`config.mk`:
```
export PLATFORM = sky130hd
export DESIGN_NAME = traffic_conflict_monitor
export DESIGN_NICKNAME = d
export VERILOG_FILES = /design/src/rtl/traffic_pkg.sv /design/src/rtl/road_phase_checker.sv /design/src/rtl/traffic_conflict_monitor.sv
export SDC_FILE = /design/constraint.sdc
export NUM_CORES = 1
export LEC_CHECK = 0
export ABC_AREA = 1
export BUFFER_PORTS_ARGS = -buffer_cell sky130_fd_sc_hd__clkbuf_2
export CAP_MARGIN = 20
export CELL_PAD_IN_SITES_DETAIL_PLACEMENT = 1
export CELL_PAD_IN_SITES_GLOBAL_PLACEMENT = 2
export CORE_AREA = 2 2 99 101
export CTS_BUF_LIST = sky130_fd_sc_hd__clkbuf_2 sky130_fd_sc_hd__clkbuf_4 sky130_fd_sc_hd__clkbuf_8
export DETAILED_ROUTE_END_ITERATION = 12
export DIE_AREA = 0 0 101 103
export PLACE_DENSITY = 0.88
export SLEW_MARGIN = 25
export SYNTH_ARGS = -nofsm -noshare
export SYNTH_HDL_FRONTEND = slang
export SYNTH_SLANG_ARGS = --single-unit
```
`constraint.sdc`:
```
create_clock -name clk -period 2.6 [get_ports clk]
set_input_delay 0.52 -clock clk [delete_from_list [all_inputs] [get_ports clk]]
set_output_delay 0.52 -clock clk [all_outputs]
set_load 0.03 [all_outputs]
```
`src/rtl/traffic_pkg.sv`:
```
// Shared definitions for the 3-road traffic light bus: light codes, fault codes,
// monitor states and the decoded colour type used by controller and monitor.
package traffic_pkg;

    localparam logic [3:0] R1_RED    = 4'd0;
    localparam logic [3:0] R1_YELLOW = 4'd1;
    localparam logic [3:0] R1_GREEN  = 4'd2;
    localparam logic [3:0] R2_RED    = 4'd3;
    localparam logic [3:0] R2_YELLOW = 4'd4;
    localparam logic [3:0] R2_GREEN  = 4'd5;
    localparam logic [3:0] R3_RED    = 4'd6;
    localparam logic [3:0] R3_YELLOW = 4'd7;
    localparam logic [3:0] R3_GREEN  = 4'd8;

    localparam logic [2:0] FC_NONE       = 3'd0;
    localparam logic [2:0] FC_ILLEGAL    = 3'd1;
    localparam logic [2:0] FC_CONFLICT   = 3'd2;
    localparam logic [2:0] FC_NO_YELLOW  = 3'd3;
    localparam logic [2:0] FC_YEL_LEN    = 3'd4;
    localparam logic [2:0] FC_YEL_ABORT  = 3'd5;
    localparam logic [2:0] FC_GREEN_LONG = 3'd6;

    typedef enum logic [1:0] {
        ST_IDLE  = 2'd0,
        ST_RUN   = 2'd1,
        ST_FAULT = 2'd2
    } mon_state_e;

    typedef enum logic [1:0] {
        UNKNOWN = 2'd0,
        RED     = 2'd1,
        YELLOW  = 2'd2,
        GREEN   = 2'd3
    } colour_e;

    // Codes outside a road's own three-value set decode to UNKNOWN.
    function automatic colour_e decode_colour(input logic [3:0] code,
                                              input logic [3:0] r_code,
                                              input logic [3:0] y_code,
                                              input logic [3:0] g_code);
        colour_e col;
        if (code == r_code) begin
            col = RED;
        end else if (code == y_code) begin
            col = YELLOW;
        end else if (code == g_code) begin
            col = GREEN;
        end else begin
            col = UNKNOWN;
        end
        return col;
    endfunction

    // Road number (1..3) of the lowest set bit, 0 when nothing is set.
    function automatic logic [1:0] lowest_road(input logic [2:0] hit);
        logic [1:0] road;
        if (hit[0]) begin
            road = 2'd1;
        end else if (hit[1]) begin
            road = 2'd2;
        end else if (hit[2]) begin
            road = 2'd3;
        end else begin
            road = 2'd0;
        end
        return road;
    endfunction

endpackage

```
`src/rtl/road_phase_checker.sv`:
```
// Per-road phase checker: decodes one road's light code, tracks the previous
// colour and consecutive yellow/green run lengths, and flags illegal sequences.
module road_phase_checker
    import traffic_pkg::*;
#(
    parameter logic [3:0] R_CODE      = R1_RED,
    parameter logic [3:0] Y_CODE      = R1_YELLOW,
    parameter logic [3:0] G_CODE      = R1_GREEN,
    parameter int         YELLOW_TIME = 2,
    parameter int         GREEN_MAX   = 7,
    parameter int         CNT_W       = 6
) (
    input  logic       clk,
    input  logic       rst,
    input  logic [3:0] light,
    input  logic       upd_en,
    input  logic       clr,
    output logic       is_green,
    output logic       illegal,
    output logic       no_yel,
    output logic       yel_len,
    output logic       yel_abort,
    output logic       green_long
);

    localparam logic [CNT_W-1:0] CNT_ZERO = {CNT_W{1'b0}};
    localparam logic [CNT_W-1:0] CNT_MAX  = {CNT_W{1'b1}};

    colour_e          cur_s;
    colour_e          prev_r;
    logic [CNT_W-1:0] yel_cnt_r;
    logic [CNT_W-1:0] grn_cnt_r;
    logic [CNT_W-1:0] yel_inc_s;
    logic [CNT_W-1:0] grn_inc_s;

    assign cur_s     = decode_colour(light, R_CODE, Y_CODE, G_CODE);
    assign yel_inc_s = (yel_cnt_r == CNT_MAX) ? yel_cnt_r : yel_cnt_r + CNT_W'(1);
    assign grn_inc_s = (grn_cnt_r == CNT_MAX) ? grn_cnt_r : grn_cnt_r + CNT_W'(1);

    // Sequence checks on the current sample against the registered history.
    always_comb begin
        is_green   = 1'b0;
        illegal    = 1'b0;
        no_yel     = 1'b0;
        yel_len    = 1'b0;
        yel_abort  = 1'b0;
        green_long = 1'b0;
        if (cur_s == UNKNOWN) begin
            illegal = 1'b1;
        end else if (cur_s == GREEN) begin
            is_green   = 1'b1;
            no_yel     = (prev_r == RED);
            yel_len    = (prev_r == YELLOW) && (yel_cnt_r != CNT_W'(YELLOW_TIME));
            green_long = (grn_inc_s > CNT_W'(GREEN_MAX));
        end else if (cur_s == YELLOW) begin
            yel_abort = (prev_r == GREEN);
        end else begin
            yel_abort = (prev_r == YELLOW);
        end
    end

    // History registers: frozen unless enabled, forgotten on a fault clear.
    always_ff @(posedge clk or negedge rst) begin
        if (!rst) begin
            prev_r    <= UNKNOWN;
            yel_cnt_r <= CNT_ZERO;
            grn_cnt_r <= CNT_ZERO;
        end else if (clr) begin
            prev_r    <= UNKNOWN;
            yel_cnt_r <= CNT_ZERO;
            grn_cnt_r <= CNT_ZERO;
        end else if (upd_en) begin
            prev_r    <= cur_s;
            yel_cnt_r <= (cur_s == YELLOW) ? yel_inc_s : CNT_ZERO;
            grn_cnt_r <= (cur_s == GREEN)  ? grn_inc_s : CNT_ZERO;
        end
    end

endmodule

```
`src/rtl/traffic_conflict_monitor.sv`:
```
// Receive-side checker for the 3-road traffic light bus: latches the first
// sequencing violation and requests all-road flashing until software clears it.
module traffic_conflict_monitor
    import traffic_pkg::*;
#(
    parameter int YELLOW_TIME = 2,
    parameter int GREEN_MAX   = 7,
    parameter int FLASH_HALF  = 4,
    parameter int CNT_W       = 6
) (
    input  logic       clk,
    input  logic       rst,
    input  logic [3:0] light1,
    input  logic [3:0] light2,
    input  logic [3:0] light3,
    input  logic       fault_clr,
    output logic       fault,
    output logic [2:0] fault_code,
    output logic [1:0] fault_road,
    output logic       flash
);

    localparam int FL_W = (FLASH_HALF > 1) ? $clog2(FLASH_HALF) : 1;
    localparam logic [FL_W-1:0] FL_LAST = FL_W'(FLASH_HALF - 1);
    localparam logic [FL_W-1:0] FL_ZERO = {FL_W{1'b0}};

    mon_state_e      state_r;
    mon_state_e      state_nxt_s;
    logic            upd_en_s;
    logic            clr_s;
    logic            run_s;
    logic [2:0]      green_s;
    logic [2:0]      illegal_s;
    logic [2:0]      no_yel_s;
    logic [2:0]      yel_len_s;
    logic [2:0]      yel_abort_s;
    logic [2:0]      green_long_s;
    logic            conflict_s;
    logic [2:0]      viol_code_s;
    logic [1:0]      viol_road_s;
    logic            fault_r;
    logic [2:0]      fault_code_r;
    logic [1:0]      fault_road_r;
    logic            flash_r;
    logic [FL_W-1:0] flash_cnt_r;

    assign run_s    = (state_r == ST_RUN);
    assign upd_en_s = (state_r != ST_FAULT);
    assign clr_s    = (state_r == ST_FAULT) && fault_clr;

    road_phase_checker #(
        .R_CODE(R1_RED), .Y_CODE(R1_YELLOW), .G_CODE(R1_GREEN),
        .YELLOW_TIME(YELLOW_TIME), .GREEN_MAX(GREEN_MAX), .CNT_W(CNT_W)
    ) u_road1 (
        .clk(clk), .rst(rst), .light(light1), .upd_en(upd_en_s), .clr(clr_s),
        .is_green(green_s[0]), .illegal(illegal_s[0]), .no_yel(no_yel_s[0]),
        .yel_len(yel_len_s[0]), .yel_abort(yel_abort_s[0]), .green_long(green_long_s[0])
    );

    road_phase_checker #(
        .R_CODE(R2_RED), .Y_CODE(R2_YELLOW), .G_CODE(R2_GREEN),
        .YELLOW_TIME(YELLOW_TIME), .GREEN_MAX(GREEN_MAX), .CNT_W(CNT_W)
    ) u_road2 (
        .clk(clk), .rst(rst), .light(light2), .upd_en(upd_en_s), .clr(clr_s),
        .is_green(green_s[1]), .illegal(illegal_s[1]), .no_yel(no_yel_s[1]),
        .yel_len(yel_len_s[1]), .yel_abort(yel_abort_s[1]), .green_long(green_long_s[1])
    );

    road_phase_checker #(
        .R_CODE(R3_RED), .Y_CODE(R3_YELLOW), .G_CODE(R3_GREEN),
        .YELLOW_TIME(YELLOW_TIME), .GREEN_MAX(GREEN_MAX), .CNT_W(CNT_W)
    ) u_road3 (
        .clk(clk), .rst(rst), .light(light3), .upd_en(upd_en_s), .clr(clr_s),
        .is_green(green_s[2]), .illegal(illegal_s[2]), .no_yel(no_yel_s[2]),
        .yel_len(yel_len_s[2]), .yel_abort(yel_abort_s[2]), .green_long(green_long_s[2])
    );

    assign conflict_s = (green_s[0] & green_s[1]) | (green_s[0] & green_s[2]) |
                        (green_s[1] & green_s[2]);

    // Priority encoder: lowest code first, then lowest road; IDLE sees only the first two.
    always_comb begin
        viol_code_s = FC_NONE;
        viol_road_s = 2'd0;
        if (|illegal_s) begin
            viol_code_s = FC_ILLEGAL;
            viol_road_s = lowest_road(illegal_s);
        end else if (conflict_s) begin
            viol_code_s = FC_CONFLICT;
            viol_road_s = lowest_road(green_s);
        end else if (run_s && (|no_yel_s)) begin
            viol_code_s = FC_NO_YELLOW;
            viol_road_s = lowest_road(no_yel_s);
        end else if (run_s && (|yel_len_s)) begin
            viol_code_s = FC_YEL_LEN;
            viol_road_s = lowest_road(yel_len_s);
        end else if (run_s && (|yel_abort_s)) begin
            viol_code_s = FC_YEL_ABORT;
            viol_road_s = lowest_road(yel_abort_s);
        end else if (run_s && (|green_long_s)) begin
            viol_code_s = FC_GREEN_LONG;
            viol_road_s = lowest_road(green_long_s);
        end else begin
            viol_code_s = FC_NONE;
            viol_road_s = 2'd0;
        end
    end

    // Next-state logic for the IDLE / RUN / FAULT monitor.
    always_comb begin
        state_nxt_s = state_r;
        case (state_r)
            ST_IDLE: begin
                if (viol_code_s != FC_NONE) begin
                    state_nxt_s = ST_FAULT;
                end else begin
                    state_nxt_s = ST_RUN;
                end
            end
            ST_RUN: begin
                if (viol_code_s != FC_NONE) begin
                    state_nxt_s = ST_FAULT;
                end else begin
                    state_nxt_s = ST_RUN;
                end
            end
            ST_FAULT: begin
                if (fault_clr) begin
                    state_nxt_s = ST_IDLE;
                end else begin
                    state_nxt_s = ST_FAULT;
                end
            end
            default: state_nxt_s = ST_IDLE;
        endcase
    end

    // State register.
    always_ff @(posedge clk or negedge rst) begin
        if (!rst) begin
            state_r <= ST_IDLE;
        end else begin
            state_r <= state_nxt_s;
        end
    end

    // Fault latch: only the first violation is captured; a clear empties it.
    always_ff @(posedge clk or negedge rst) begin
        if (!rst) begin
            fault_r      <= 1'b0;
            fault_code_r <= FC_NONE;
            fault_road_r <= 2'd0;
        end else if (clr_s) begin
            fault_r      <= 1'b0;
            fault_code_r <= FC_NONE;
            fault_road_r <= 2'd0;
        end else if ((state_r != ST_FAULT) && (viol_code_s != FC_NONE)) begin
            fault_r      <= 1'b1;
            fault_code_r <= viol_code_s;
            fault_road_r <= viol_road_s;
        end
    end

    // Flash timer: restarts on FAULT entry, toggles every FLASH_HALF clocks inside FAULT.
    always_ff @(posedge clk or negedge rst) begin
        if (!rst) begin
            flash_r     <= 1'b0;
            flash_cnt_r <= FL_ZERO;
        end else if ((state_r != ST_FAULT) || fault_clr) begin
            flash_r     <= 1'b0;
            flash_cnt_r <= FL_ZERO;
        end else if (flash_cnt_r == FL_LAST) begin
            flash_r     <= ~flash_r;
            flash_cnt_r <= FL_ZERO;
        end else begin
            flash_cnt_r <= flash_cnt_r + FL_W'(1);
        end
    end

    assign fault      = fault_r;
    assign fault_code = fault_code_r;
    assign fault_road = fault_road_r;
    assign flash      = flash_r;

endmodule
```
==> metrics, run 1 <==
outcome finished, final reports clean; Slew Limit Fails 0; drt wl/cell 14.0 um; Top Layer Used met4; Initial Utilization 34.8%; r2r startpoint u_road3.grn_cnt_r[0]; ANT nets after route 0; Post-Syn Area per Cell 7.41 um2; Post-Syn Area 3290 um2; Hold Path Class input pin to asynchronous set/reset pin; cts hold-fix bufs 0; top_reg_cell synth dfrtp_1; Port-buffer cells 21; via count 2984; VDD IR max 227 uV; Boundary Pins 22; total clock sinks 53; CP max FO 8; Setup TNS 0 ps; final core utilization 38.9%; initial DRC count 67; dpl hpwl 6.40 mm; Worst-Skew Late Latency 310 ps; layout cells sized above 1 14.9%; Async SR Flop Fraction 100%; CTS tree built; clk_skew 3.23 ps; crit path from u_road3.grn_cnt_r[0]; Tmin final 2320 ps; Core Region 9460 um2; number of synthesized flops with an enable pin 0; Area contributors post-synth dfrtp_1 40%, nand2_1 11%, inv_1 7.6%; met3 wire len 138 um; CTS root buffer clkbuf_8; drt first pass iters 4; Leak 1.73 nW; number of global-route vias before repair 3117; WL final 8.23 mm; final hold vios 0; reg2reg end fault_road[1]; Die Wd 101 um; Arr. time, crit path 2530 ps; GRT Util Overall 17.1%; Worst setup EP type flop; CTS clock-pin slew for the worst setup and hold paths 90 ps; hold slack 232 ps; n_diodes 0; Synth top area share 40.3%; leading area contributor after synthesis dfrtp_1; Startpoint Class flop; largest net degree at the start of global routing 31; first-pass GRT wire length 14.3 mm; Critical Path RT 2810 ps; Critical Path Sink fault_road[1]; Worst Tran Pin Value 673 ps; Post-CTS Setup Repair Bufs 0; sequential share of the synthesized area 40.3%; Worst Path Class, Setup flop to flop; htree depth 2; Max Cap Violations 0; # fillers 1188; Vias/cell 5.07; RSZ-0062 raised after global routing no; metal2 WL 3.95 mm; Final Cycle Share 89.1%; synthesis-to-finish area growth 11.7%; synthesized net count 469; clk buf depth 2; Worst R2R Path Depth 15; Die H 103 um; routability cong. 0.795; Rows 36; Yosys warning count 0; initial antenna violation count 0; R2R setup slack 280 ps; pwr/cell area 568 nW/um2; Yosys cell types 42; DRT met1 WL 4.05 mm; Worst slew margin 55.1%; total CTS buffers 5; Synth Instances 444; #FFs+latches synth 53; Die ar. 10400 um2; final global-route overflow total 0; post-cts sizing count 0; Final Setup Violations 0; Nets 500; Max Clock Freq 431 MHz; Post-route DRC 0
-- sequential cells by signal, indices dropped and copies added (netlist names), 3 cells and up --
| name | cells |
|---|---|
| u_road2.grn_cnt_r | 6 |
| u_road2.yel_cnt_r | 6 |
| u_road3.grn_cnt_r | 6 |
| u_road1.grn_cnt_r | 6 |
| fault_code | 3 |
| u_road3.yel_cnt_r | 6 |
| u_road1.yel_cnt_r | 6 |
-- layer usage --
layer / GRT usage [%] / vias up
met5: 0 / -
met4: 4.47 / 0
met3: 2.37 / 5
met2: 29.5 / 20
met1: 22.5 / 1440
li1: - / 1519
-- worst min-delay path by stage --
| stage | from | to | slack (ps) | cells past startpoint |
|---|---|---|---|---|
| after floorplan | rst | fault | 220 | 0 |
| after global placement | flash_cnt_r[0] | flash_cnt_r[0] | 430 | 1 |
| after detailed placement | flash_cnt_r[0] | flash_cnt_r[0] | 430 | 1 |
| after CTS | rst | u_road1.grn_cnt_r[2] | 260 | 1 |
| after global routing | rst | u_road1.grn_cnt_r[2] | 270 | 1 |
| final | rst | u_road1.grn_cnt_r[2] | 230 | 1 |
-- cell families after synthesis --
| group | synth area share [%] |
|---|---|
| AND/OR/NAND/NOR | 32.2 |
| buffers and inverters | 9.35 |
| XOR/XNOR | 1.06 |
| AO/OA/AOI/OAI | 13.3 |
| adder cells (fa/ha/maj) | 3.80 |
| flip-flops | 40.3 |
-- through the flow --
stage / area (um2) / setup slack [ps] / power [W] / instances
after floorplan: 3290 / 630 / 0.00141 / 444
after global placement: 3590 / 322 / 0.00160 / 582
after detailed placement: 3590 / 243 / 0.00162 / 582
after CTS: 3680 / 266 / 0.00212 / 589
after global routing: 3680 / 1.96 / 0.00223 / 589
final: 3680 / 282 / 0.00209 / 589
-- cell type report --
cell class	instances	area, um2	area share (%)
clock buffers	7	90.1	2.45
repair buffers	28	170	4.63
inverters	76	290	7.90
flip-flops and latches	53	1330	36.1
well taps	114	143	3.88
multi-input cells	311	1660	45.1
-- cells in the mapped netlist (3+ instances only) --
cell type,instances
o21ai_1,4
o21ai_0,25
a21oi_1,26
a221oi_1,4
nor3_1,11
o22ai_1,4
inv_1,67
nand2_2,4
nand4_1,14
nand3_1,32
dfrtp_1,53
nand2_1,95
nand3_2,3
nor2_1,38
ha_1,10
inv_2,8
nor2_2,10
nor3_2,3
-- critical path, cell delays in order, from the launching register on --
cell	delay, ps
dfrtp_1	440
ha_1	260
nand2_2	110
nor2_2	40
nand2_1	160
nand3_2	100
o21ai_1	180
nand2_1	120
o21ai_2	150
nand3_2	110
nor2_2	140
nand3_2	110
nand2_4	120
nor2_1	50
nand2_1	70
nand2_1	40
-- report_power, final --
part           total [W]  switching [W]  internal [W]
Combinational   0.000588       0.000414      0.000173
Sequential       0.00100      0.0000877      0.000916
Clock           0.000496       0.000273      0.000223
-- placed cells by master (no fill, tap or decap), drive strengths merged, types with 2 or more instances in the layout --
cell | synthesis | final
nor4 | 3 | 3
ha | 10 | 10
dfrtp | 53 | 53
o2bb2ai | 2 | 2
buf | 2 | 7
nand3 | 35 | 35
clkbuf | 2 | 28
inv | 76 | 76
nor2 | 50 | 50
nand4 | 14 | 14
nand2 | 100 | 100
nor3 | 14 | 14
o22ai | 4 | 4
xor2 | 2 | 2
o21ai | 30 | 30
a21oi | 27 | 27
a211oi | 2 | 2
nand3b | 2 | 2
a221oi | 4 | 4
xnor2 | 2 | 2
(Power assumes the default switching activity.)
==> run 2: changes to the inputs <==
- CORE_AREA: 2 2 99 101 -> 2 2 98 100
- DIE_AREA: 0 0 101 103 -> 0 0 100 102
- PLACE_DENSITY: 0.88 -> 0.89
- REMOVE_ABC_BUFFERS: default -> 1
==> run 2 against run 1 <==
- critical path depth is 2 higher
- worst hold slack gained 110 ps
- flip-flop and latch count did not move
- first-iteration DRC count up 12%
- global-route usage increased by 0.45 points
- critical path type unchanged
- largest power group unchanged
- highest routed layer unchanged
==> metrics, run 2 (synthesis gave the netlist of run 1 again) <==
Leak 1.71 nW; drt wl/cell 14.1 um; Max Cap Violations 0; Arr. time, crit path 2530 ps; clk buf depth 2; final hold vios 0; Vias/cell 5.18; via count 3037; GRT Util Overall 17.5%; largest net degree at the start of global routing 54; most common cell after layout, fill and taps aside nand2_1; WL final 8.28 mm; initial antenna violation count 0; most frequent cells in the layout 95 x nand2_1, 67 x inv_1, 53 x dfrtp_1; cts hold-fix bufs 0; Final Cycle Share 89.0%; total CTS buffers 5; Worst setup EP type flop; # fillers 1161; Nets 499; dpl hpwl 6.48 mm; Post-route DRC 0; post-cts sizing count 0; Max Clock Freq 432 MHz; Boundary Pins 22; Worst slew margin 51.9%; CTS clock-pin slew for the worst setup and hold paths 110 ps; Initial Utilization 36.1%; Slew Limit Fails 0; ANT nets after route 0; number of global-route vias before repair 3287; RSZ-0062 raised after global routing no; CTS tree built; Pwr Total 0.00208 W; layout cells sized above 1 14.9%; Core Region 9110 um2; synthesis-to-finish area growth 11.0%; Startpoint Class flop; CP max FO 8; Setup TNS 0 ps; Die ar. 10200 um2; htree depth 2; initial DRC count 75; Critical Path RT 2820 ps; Worst Path Class, Setup flop to flop; Die H 102 um; Worst-Skew Late Latency 320 ps; total clock sinks 53; Die Wd 100 um; Post-CTS Setup Repair Bufs 0; clk_skew 11.6 ps; Hold Path Class input pin to asynchronous set/reset pin; n_diodes 0; final global-route overflow total 0; Worst Tran Pin Value 721 ps; outcome finished, final reports clean; drt first pass iters 4; CTS root buffer clkbuf_8; VDD IR max 243 uV; Final Setup Violations 0; Rows 35; pwr/cell area 569 nW/um2; first-pass GRT wire length 14.6 mm; Port-buffer cells 21; Tmin final 2310 ps; routability cong. 0.824
[run 2: cell count changes in the layout (fill, tap and decap cells not counted), sizes merged]
cell      change
buf           -1
clkbuf        -2
clkinvlp      +3
[run 2: routing by layer]
metal	wire (um)	track usage, %	vias to the layer above
met3	196	2.53	9
met4	120	4.21	0
met2	4170	32.5	26
li1	-	-	1519
met5	0	0	-
met1	3790	21.5	1483
[run 2: worst paths after layout]
| check | start | endpoint | slack (ps) | depth (start not counted) |
|---|---|---|---|---|
| min | rst | u_road1.prev_r[1] | 340 | 2 |
| max in group asynchronous | rst | u_road3.yel_cnt_r[5] | 1790 | 2 |
| min in group clk | flash_cnt_r[0] | flash_cnt_r[0] | 450 | 1 |
| max | u_road2.grn_cnt_r[0] | fault_road[1] | 290 | 17 |
| max reg2reg | u_road2.grn_cnt_r[0] | fault_road[1] | 290 | 17 |
| min reg2reg | flash_cnt_r[0] | flash_cnt_r[0] | 450 | 1 |
[run 2: layout make-up]
class | instances | area, um2 | area share [%]
clock inverter | 3 | 22.5 | 0.616
clock buffer | 5 | 68.8 | 1.88
inverter | 76 | 290 | 7.95
sequential | 53 | 1330 | 36.3
multi-input combinational | 311 | 1660 | 45.3
timing repair buffer | 27 | 150 | 4.11
tap | 111 | 139 | 3.80
[run 2: critical path, cell delays in order (launching register included)]
cell and delay [ps]:
dfrtp_1 420, ha_1 240, inv_1 100, nor2_2 70, nand3_1 140, nand2_1 100, nor2_1 110, nand2_1 80
nand2_1 100, nand2_1 90, o21ai_2 170, nand3_2 100, nor2_2 120, nand3_2 110, nand2_4 120, nor2_1 50
nand2_1 60, nand2_1 50
[run 2: power by group]
| group | internal (W) | switching (W) | leakage, nW |
|---|---|---|---|
| combinational | 0.000172 | 0.000418 | 0.951 |
| sequential | 0.000916 | 0.0000860 | 0.723 |
| clock | 0.000190 | 0.000298 | 0.0364 |
[run 2: through the flow]
step           hold slack (ps)  setup slack, ps  area [um2]  instances  utilization, %
6_report                   338              287        3650        586            40.1
5_1_grt                    385             14.4        3650        586            40.1
4_1_cts                    365              251        3650        586            40.1
3_5_place_dp               444              206        3560        578            39.1
3_3_place_gp               429              268        3560        578            39.1
2_1_floorplan              224              555        3270        440               -
